## src/rtl/mem_arbiter_if.sv

```systemverilog
// mem_arbiter_if: two requester ports, their response strobes and the 8x8 memory-array bus.
// slave is the arbiter's view, master is the requester/memory side.
interface mem_arbiter_if;
  logic       req0_valid, req0_rw, req0_ready, rsp0_valid;
  logic [2:0] req0_addr;
  logic [7:0] req0_wdata, rsp0_rdata;
  logic       req1_valid, req1_rw, req1_ready, rsp1_valid;
  logic [2:0] req1_addr;
  logic [7:0] req1_wdata, rsp1_rdata;
  logic [7:0] mem_sel, mem_wdata, mem_rdata;
  logic       mem_rw;
  modport slave (
    input  req0_valid, req0_rw, req0_addr, req0_wdata,
    input  req1_valid, req1_rw, req1_addr, req1_wdata,
    input  mem_rdata,
    output req0_ready, rsp0_valid, rsp0_rdata,
    output req1_ready, rsp1_valid, rsp1_rdata,
    output mem_sel, mem_rw, mem_wdata
  );
  modport master (
    output req0_valid, req0_rw, req0_addr, req0_wdata,
    output req1_valid, req1_rw, req1_addr, req1_wdata,
    output mem_rdata,
    input  req0_ready, rsp0_valid, rsp0_rdata,
    input  req1_ready, rsp1_valid, rsp1_rdata,
    input  mem_sel, mem_rw, mem_wdata
  );
endinterface

```

## src/rtl/mem_arbiter.sv

```systemverilog
// mem_arbiter: two-requester arbiter for an 8x8 memory array (IDLE -> ACCESS -> RESP).
// Round-robin by default; define MEM_ARB_FIXED_PRIORITY_EN to make requester 0 always win ties.
module mem_arbiter #(
  parameter int unsigned ACCESS_CYCLES = 1
) (
  input logic         clk,
  input logic         rst,
  mem_arbiter_if.slave bus
);
  typedef enum logic [1:0] {IDLE, ACCESS, RESP} state_e;
  localparam logic [3:0] LAST = 4'(ACCESS_CYCLES - 1);
  state_e     state_q, state_d;
  logic       gnt_q, gnt_d, rw_q, rw_d;
  logic [2:0] addr_q, addr_d;
  logic [3:0] cnt_q, cnt_d;
  logic [7:0] wdata_q, wdata_d, rdata0_q, rdata0_d, rdata1_q, rdata1_d;
  logic       any_req, pick1, idle, access;
  assign any_req = bus.req0_valid | bus.req1_valid;
  assign idle    = (state_q == IDLE);
  assign access  = (state_q == ACCESS);
`ifdef MEM_ARB_FIXED_PRIORITY_EN
  assign pick1 = bus.req1_valid & ~bus.req0_valid;
`else
  logic last_q, last_d;
  // last_q = 1 means requester 1 had the previous grant, so requester 0 wins a tie
  assign pick1 = bus.req1_valid & (~bus.req0_valid | ~last_q);
`endif
  always_ff @(posedge clk or posedge rst) begin
    if (rst) begin
      state_q  <= IDLE;
      gnt_q    <= 1'b0;
      rw_q     <= 1'b0;
      addr_q   <= '0;
      cnt_q    <= '0;
      wdata_q  <= '0;
      rdata0_q <= '0;
      rdata1_q <= '0;
`ifndef MEM_ARB_FIXED_PRIORITY_EN
      last_q   <= 1'b1;
`endif
    end else begin
      state_q  <= state_d;
      gnt_q    <= gnt_d;
      rw_q     <= rw_d;
      addr_q   <= addr_d;
      cnt_q    <= cnt_d;
      wdata_q  <= wdata_d;
      rdata0_q <= rdata0_d;
      rdata1_q <= rdata1_d;
`ifndef MEM_ARB_FIXED_PRIORITY_EN
      last_q   <= last_d;
`endif
    end
  end
  always_comb begin
    state_d  = state_q;
    gnt_d    = gnt_q;
    rw_d     = rw_q;
    addr_d   = addr_q;
    cnt_d    = cnt_q;
    wdata_d  = wdata_q;
    rdata0_d = rdata0_q;
    rdata1_d = rdata1_q;
`ifndef MEM_ARB_FIXED_PRIORITY_EN
    last_d   = last_q;
`endif
    case (state_q)
      IDLE: if (any_req) begin
        state_d = ACCESS;
        gnt_d   = pick1;
        rw_d    = pick1 ? bus.req1_rw    : bus.req0_rw;
        addr_d  = pick1 ? bus.req1_addr  : bus.req0_addr;
        wdata_d = pick1 ? bus.req1_wdata : bus.req0_wdata;
        cnt_d   = '0;
`ifndef MEM_ARB_FIXED_PRIORITY_EN
        last_d  = pick1;
`endif
      end
      // response word is loaded straight into the owner's holding register on the last access cycle
      ACCESS: if (cnt_q == LAST) begin
        state_d = RESP;
        if (gnt_q) rdata1_d = rw_q ? wdata_q : bus.mem_rdata;
        else       rdata0_d = rw_q ? wdata_q : bus.mem_rdata;
      end else begin
        cnt_d = cnt_q + 4'd1;
      end
      RESP:    state_d = IDLE;
      default: state_d = IDLE;
    endcase
  end
  assign bus.req0_ready = ~rst & idle & bus.req0_valid & ~pick1;
  assign bus.req1_ready = ~rst & idle & pick1;
  assign bus.rsp0_valid = (state_q == RESP) & ~gnt_q;
  assign bus.rsp1_valid = (state_q == RESP) & gnt_q;
  assign bus.rsp0_rdata = rdata0_q;
  assign bus.rsp1_rdata = rdata1_q;
  assign bus.mem_sel    = access ? (8'h01 << addr_q) : 8'h00;
  assign bus.mem_rw     = access & rw_q;
  assign bus.mem_wdata  = access ? wdata_q : 8'h00;
endmodule

```

## src/flat_wrapper.sv

```systemverilog
// flat-port wrapper written by rule: the top's interface ports become plain ports
module mem_arbiter_flat 
#(
  parameter int unsigned ACCESS_CYCLES = 1
)
  (clk, rst, bus_req0_valid, bus_req0_rw, bus_req0_addr, bus_req0_wdata, bus_req1_valid, bus_req1_rw, bus_req1_addr, bus_req1_wdata, bus_mem_rdata, bus_req0_ready, bus_rsp0_valid, bus_rsp0_rdata, bus_req1_ready, bus_rsp1_valid, bus_rsp1_rdata, bus_mem_sel, bus_mem_rw, bus_mem_wdata);
  mem_arbiter_if bus_i ();
  input logic clk;
  input logic rst;
  input wire logic [$bits(bus_i.req0_valid)-1:0] bus_req0_valid;
  input wire logic [$bits(bus_i.req0_rw)-1:0] bus_req0_rw;
  input wire logic [$bits(bus_i.req0_addr)-1:0] bus_req0_addr;
  input wire logic [$bits(bus_i.req0_wdata)-1:0] bus_req0_wdata;
  input wire logic [$bits(bus_i.req1_valid)-1:0] bus_req1_valid;
  input wire logic [$bits(bus_i.req1_rw)-1:0] bus_req1_rw;
  input wire logic [$bits(bus_i.req1_addr)-1:0] bus_req1_addr;
  input wire logic [$bits(bus_i.req1_wdata)-1:0] bus_req1_wdata;
  input wire logic [$bits(bus_i.mem_rdata)-1:0] bus_mem_rdata;
  output wire logic [$bits(bus_i.req0_ready)-1:0] bus_req0_ready;
  output wire logic [$bits(bus_i.rsp0_valid)-1:0] bus_rsp0_valid;
  output wire logic [$bits(bus_i.rsp0_rdata)-1:0] bus_rsp0_rdata;
  output wire logic [$bits(bus_i.req1_ready)-1:0] bus_req1_ready;
  output wire logic [$bits(bus_i.rsp1_valid)-1:0] bus_rsp1_valid;
  output wire logic [$bits(bus_i.rsp1_rdata)-1:0] bus_rsp1_rdata;
  output wire logic [$bits(bus_i.mem_sel)-1:0] bus_mem_sel;
  output wire logic [$bits(bus_i.mem_rw)-1:0] bus_mem_rw;
  output wire logic [$bits(bus_i.mem_wdata)-1:0] bus_mem_wdata;
  assign bus_i.req0_valid = bus_req0_valid;
  assign bus_i.req0_rw = bus_req0_rw;
  assign bus_i.req0_addr = bus_req0_addr;
  assign bus_i.req0_wdata = bus_req0_wdata;
  assign bus_i.req1_valid = bus_req1_valid;
  assign bus_i.req1_rw = bus_req1_rw;
  assign bus_i.req1_addr = bus_req1_addr;
  assign bus_i.req1_wdata = bus_req1_wdata;
  assign bus_i.mem_rdata = bus_mem_rdata;
  assign bus_req0_ready = bus_i.req0_ready;
  assign bus_rsp0_valid = bus_i.rsp0_valid;
  assign bus_rsp0_rdata = bus_i.rsp0_rdata;
  assign bus_req1_ready = bus_i.req1_ready;
  assign bus_rsp1_valid = bus_i.rsp1_valid;
  assign bus_rsp1_rdata = bus_i.rsp1_rdata;
  assign bus_mem_sel = bus_i.mem_sel;
  assign bus_mem_rw = bus_i.mem_rw;
  assign bus_mem_wdata = bus_i.mem_wdata;
  mem_arbiter #(.ACCESS_CYCLES(ACCESS_CYCLES)) u_core (.clk(clk), .rst(rst), .bus(bus_i));
endmodule
```

## config.mk

```make
export PLATFORM = sky130hd
export DESIGN_NAME = mem_arbiter_flat
export DESIGN_NICKNAME = d
export VERILOG_FILES = /design/src/rtl/mem_arbiter_if.sv /design/src/rtl/mem_arbiter.sv /design/src/flat_wrapper.sv
export SDC_FILE = /design/constraint.sdc
export NUM_CORES = 1
export LEC_CHECK = 0
export CELL_PAD_IN_SITES_DETAIL_PLACEMENT = 1
export CELL_PAD_IN_SITES_GLOBAL_PLACEMENT = 1
export CORE_MARGIN = 2
export CORE_UTILIZATION = 32
export DETAILED_ROUTE_END_ITERATION = 7
export PLACE_DENSITY = 0.86
export RECOVER_POWER = 50
export SLEW_MARGIN = 20
export SYNTH_ARGS = -nofsm -noshare
export SYNTH_HDL_FRONTEND = slang
export SYNTH_SLANG_ARGS = --single-unit
```

## constraint.sdc

```tcl
create_clock -name clk -period 2.3 [get_ports clk]
set_input_delay 0.46 -clock clk [delete_from_list [all_inputs] [get_ports clk]]
set_output_delay 0.46 -clock clk [all_outputs]
set_load 0.005 [all_outputs]
```

Yosys cells after proc, flatten, opt, wreduce, memory -nomap -nowiden
Cells that the tools add are included.
{"block": "totals", "ff_bits": 36, "inputBits": 36, "output_inout_bits": 37, "elab_cells": 51}
{"block": "op_classes", "n_addsub": 1, "eq_ne": 5, "shifts": 1, "mux": 12, "bitwise": 15, "reduce_logical": 8}
{"op": "8-bit 2-to-1 mux", "n": 4}
{"op": "3-bit AND reduction", "n": 3}
{"op": "1-bit AND", "n": 8}
{"op": "4-bit 2-to-1 mux", "n": 2}
{"op": "4-bit case mux with 2 select lines", "n": 1}
{"op": "1-bit by 3-bit << shifter with 8-bit output, first input constant", "n": 1}
{"op": "1-bit NOT", "n": 5}
{"op": "4-bit by 1-bit adder with 4-bit output, second input constant", "n": 1}
{"op": "4-bit zero test", "n": 1}
{"op": "2-bit 2-to-1 mux", "n": 2}
{"op": "2-bit != test, second input constant", "n": 2}
{"op": "2-bit case mux with 2 select lines", "n": 1}
{"op": "2-bit AND reduction", "n": 2}
{"op": "3-bit 2-to-1 mux", "n": 1}
{"op": "2-bit by 1-bit equality test with 1-bit output, second input constant", "n": 1}
{"op": "2-bit equality test, second input constant", "n": 1}
{"op": "2-bit zero test", "n": 1}
{"op": "2-bit by 1-bit != test with 1-bit output, second input constant", "n": 1}
{"op": "1-bit OR", "n": 2}
{"op": "2-bit nonzero test", "n": 1}
{"op": "1-bit 2-to-1 mux", "n": 1}

Longest topological paths before layout
{"block": "depth", "depth_word": 5, "ltp_mapped": 7, "mapped_depth_nobuf": 5}

Worst setup path before layout
OpenSTA, ideal clock, no wires.
{"block": "synth_path", "path_type": "flip-flop to flip-flop", "startpoint": "register u_core.cnt_q[0]", "endpoint": "register u_core.rdata0_q[0] (netlist: u_core.bus.rsp0_rdata[0])", "arrival_ns": 1.868, "required_ns": 2.175, "setup_slack_ns": 0.307, "path_stages_with_launch": 8, "path_buffers": 2, "period_less_slack_ns": 1.993, "cell_sequence": "dfrtp_1 inv_1 ha_1 or3b_1 buf_2 or3_1 buf_6 mux2_4"}
{"block": "synth_between", "elab_chain_cells": 2}
{"element": "start, declared", "line_no": "mem_arbiter.sv:15", "rtl": "logic [3:0] cnt_q, cnt_d;"}
{"element": "start signal, assigned", "line_no": "mem_arbiter.sv:46", "rtl": "cnt_q <= cnt_d;"}
{"element": "4-bit zero test", "line_no": "mem_arbiter.sv:80", "rtl": "ACCESS: if (cnt_q == LAST) begin"}
{"element": "3-bit AND reduction (no source line)"}
{"element": "end signal, assigned", "line_no": "mem_arbiter.sv:48", "rtl": "rdata0_q <= rdata0_d;"}
{"element": "end, declared", "line_no": "mem_arbiter.sv:16", "rtl": "logic [7:0] wdata_q, wdata_d, rdata0_q, rdata0_d, rdata1_q, rdata1_d;"}
Every way passes these cells.
A chain may end at the register's enable or synchronous reset.

Worst setup path after layout
{"block": "layout_path", "startpoint": "register u_core.state_q[1]", "endpoint": "output bus_mem_sel[0]"}
{"block": "layout_between", "elab_chain_cells": 2}
{"element": "start, declared", "line_no": "mem_arbiter.sv:12", "rtl": "state_e state_q, state_d;"}
{"element": "start signal, assigned", "line_no": "mem_arbiter.sv:42", "rtl": "state_q <= state_d;"}
{"element": "2-bit by 1-bit equality test with 1-bit output", "line_no": "mem_arbiter.sv:20", "rtl": "assign access = (state_q == ACCESS);"}
{"element": "8-bit 2-to-1 mux", "line_no": "mem_arbiter.sv:97", "rtl": "assign bus.mem_sel = access ? (8'h01 << addr_q) : 8'h00;"}
{"element": "end, declared", "line_no": "flat_wrapper.sv:25", "rtl": "output wire logic [$bits(bus_i.mem_sel)-1:0] bus_mem_sel;"}
Every way passes these cells.

==> impl_metrics.ini <==
[outcome]
status = finished clean

[synth]
yosys_warnings = 0
synth-compound-area-share_pct = 12.2
synth_mux_area_share_pct = 16.2
synth_edf_count = 0
syn_area_um2 = 1850
netlist_instances = 182
synth_flop_cell = dfrtp_1
synth_seq_cells = 36
synth_top_family_by_area = simple AND/OR/NAND/NOR gates
synth.yosys.seq_area_share_pct = 48.7
ys_types = 34
yosys.area_share.simple_pct = 17.2
synth_nets = 220
synth_xor_area_share_pct = 0.472
ys_async_sr_fraction_pct = 100
syn_avg_cell_area_um2 = 10.2
synth_fa_ha_area_share_pct = 1.35

[floorplan]
ioPinCount = 73
core-area_um2 = 5540
die_x_um = 80.1
start_util_pct = 33.5
rows = 27
die_h_um = 80.1
dieArea_um2 = 6420

[cells_and_area]
layout.cells.non_filler = 334
num-nets-final = 299
drive_above_1_share_pct = 19.8
fillers = 645
fin_area_um2 = 2820
num_antenna_cells = 0
area_growth_pct = 52.0
postLayoutCoreUtil_pct = 50.9

[clock_tree]
hold_buffers = 0
htree_levels = 2
clockBufferDepth = 2
cts_resized = 3
post-cts-setup-buffers = 0
clkTransAtPathRegs_ps = 70
cts_tree = done
cts_buffers = 5
clkSinkCount = 36
cts_root_buffer = clkbuf_8
clkLatencyLatePin_ps = 290

[grt]
grt_max_degree = 37
grt_pass1_wl_um = 9160
grt_usage_pct = 18.9
antenna_found_initial = 0
overflow = 0
grt_pass1_vias = 1786

[placed_design]
dp_cells = 326
port-buffer-count = 72
hpwl_um = 4120
preCtsSetupSlack_ps = 8.61
placedInstanceArea_um2 = 2700
gp_congestion = 0.781

[sta]
worst_slack_ps = 11.6
relSlewSlack_pct = 38.4
worst_slew_pin_slew_ps = 924
grt_setup_unrepaired = true
skew_ps = 5.73
slew_viol_final = 0
hold_viol_final = 0
min_period_over_period_pct = 99.5
post-route-min-period_ps = 2290
setup_tns_ps = 0
finalSetupViolations = 0
whs_ps = 514
fmax_mhz = 437

[route]
wl_met1_um = 2370
via_count = 1690
routed_via_density = 5.06
post-route-drc-count = 0
wl_met2_um = 3080
first_pass_iters = 4
routedWlPerCell_um = 17.4
wirelength_um = 5800
met3WireLength_um = 255
top_layer = met4
drtIter0Drc = 59
ant_nets = 0

[power_and_ir_drop]
p_leak_nw = 1.20
peakVddDrop_uv = 535
total_power_mw = 3.60
cellPowerDensity_nw_per_um2 = 1280

[critical_path]
endpoint_kind = output port
worst_ep_required_time_ps = 1840
crit_path_start_kind = flip-flop
path_max_fanout = 9
worst-setup-path-type = flip-flop to output port
arrival_ps = 1830

[worst_hold_path]
hold_class = flip-flop to flip-flop

[run]
cap_violations = 0
-- cells in the mapped netlist (all sizes together) (3+ instances only) --
master | number | area share (%)
nand3 | 3 | 0.81
nand2b | 3 | 1.0
clkbuf | 10 | 2.0
nor2 | 6 | 1.2
dfrtp | 35 | 47
a31oi | 14 | 4.7
a21oi | 15 | 4.0
inv | 5 | 1.0
and2 | 10 | 3.4
nor3 | 5 | 1.6
nand2 | 29 | 5.9
mux2 | 24 | 16
-- worst max-delay path: stages (launching register included) --
cell             delay, ps
dfrtp_1                420
nand2b_2               290
nor4_1                 260
clkdlybuf4s50_1        570
-- routing by layer --
metal  track usage (%)  vias to the layer above
met5                 0                        -
met4              4.75                        0
met3              3.82                       11
met2              33.8                       48
met1              23.2                      841
li1                  -                      790
-- sequential cells by signal, indices dropped and copies added, names as in the netlist, 2 cells and up --
name / count
u_core.addr_q: 3
u_core.wdata_q: 8
u_core.cnt_q: 4
u_core.state_q: 2
u_core.bus.rsp1_rdata: 8
u_core.bus.rsp0_rdata: 8
-- power by group --
| part | total (mW) | switching (mW) | internal [mW] |
|---|---|---|---|
| Sequential | 1.19 | 0.250 | 0.942 |
| Combinational | 1.86 | 0.774 | 1.09 |
| Clock | 0.546 | 0.225 | 0.322 |
-- cell type report --
class | instances | area [µm²] | area share [%]
clock buffers | 6 | 72.6 | 2.58
flip-flops and latches | 36 | 903 | 32.1
clock inverters | 2 | 35.0 | 1.24
multi-input cells | 129 | 888 | 31.5
well taps | 72 | 90.1 | 3.20
inverters | 5 | 18.8 | 0.666
repair buffers | 84 | 810 | 28.7
-- final timing paths --
kind | slack [ps] | start | cells past startpoint | endpoint
setup / recovery | 10 | u_core.state_q[1] | 3 | bus_mem_sel[0]
hold / removal | 510 | u_core.bus.rsp1_rdata[0] | 1 | u_core.bus.rsp1_rdata[0]
setup reg to reg | 100 | u_core.cnt_q[0] | 5 | u_core.bus.rsp0_rdata[2]
hold reg to reg | 510 | u_core.bus.rsp1_rdata[0] | 1 | u_core.bus.rsp1_rdata[0]
max in group asynchronous | 720 | rst | 3 | u_core.state_q[0]
min in group asynchronous | 950 | rst | 3 | u_core.wdata_q[1]
-- cells in the final DEF, fill, tap and decap left out, drive strengths merged, types with 3 or more instances in the layout --
master,Yosys,layout
mux2,24,24
nand3,3,3
buf,2,11
nand2b,3,3
a31oi,14,14
a21oi,15,15
nand2,29,29
dfrtp,35,35
nor2,6,6
inv,5,5
clkbuf,10,7
nor3,5,5
and2,10,10
clkdlybuf4s50,0,69
-- kinds of logic after synthesis --
| group | after synthesis |
|---|---|
| AOI/OAI and AO/OA | 37 |
| DFF | 36 |
| buffers and inverters | 17 |
| muxes | 24 |
| and+or+nand+nor | 65 |
| xor gates and xnor gates | 1 |
| adders and majority gates | 2 |
No activity file was read; power rests on OpenSTA's default activity.
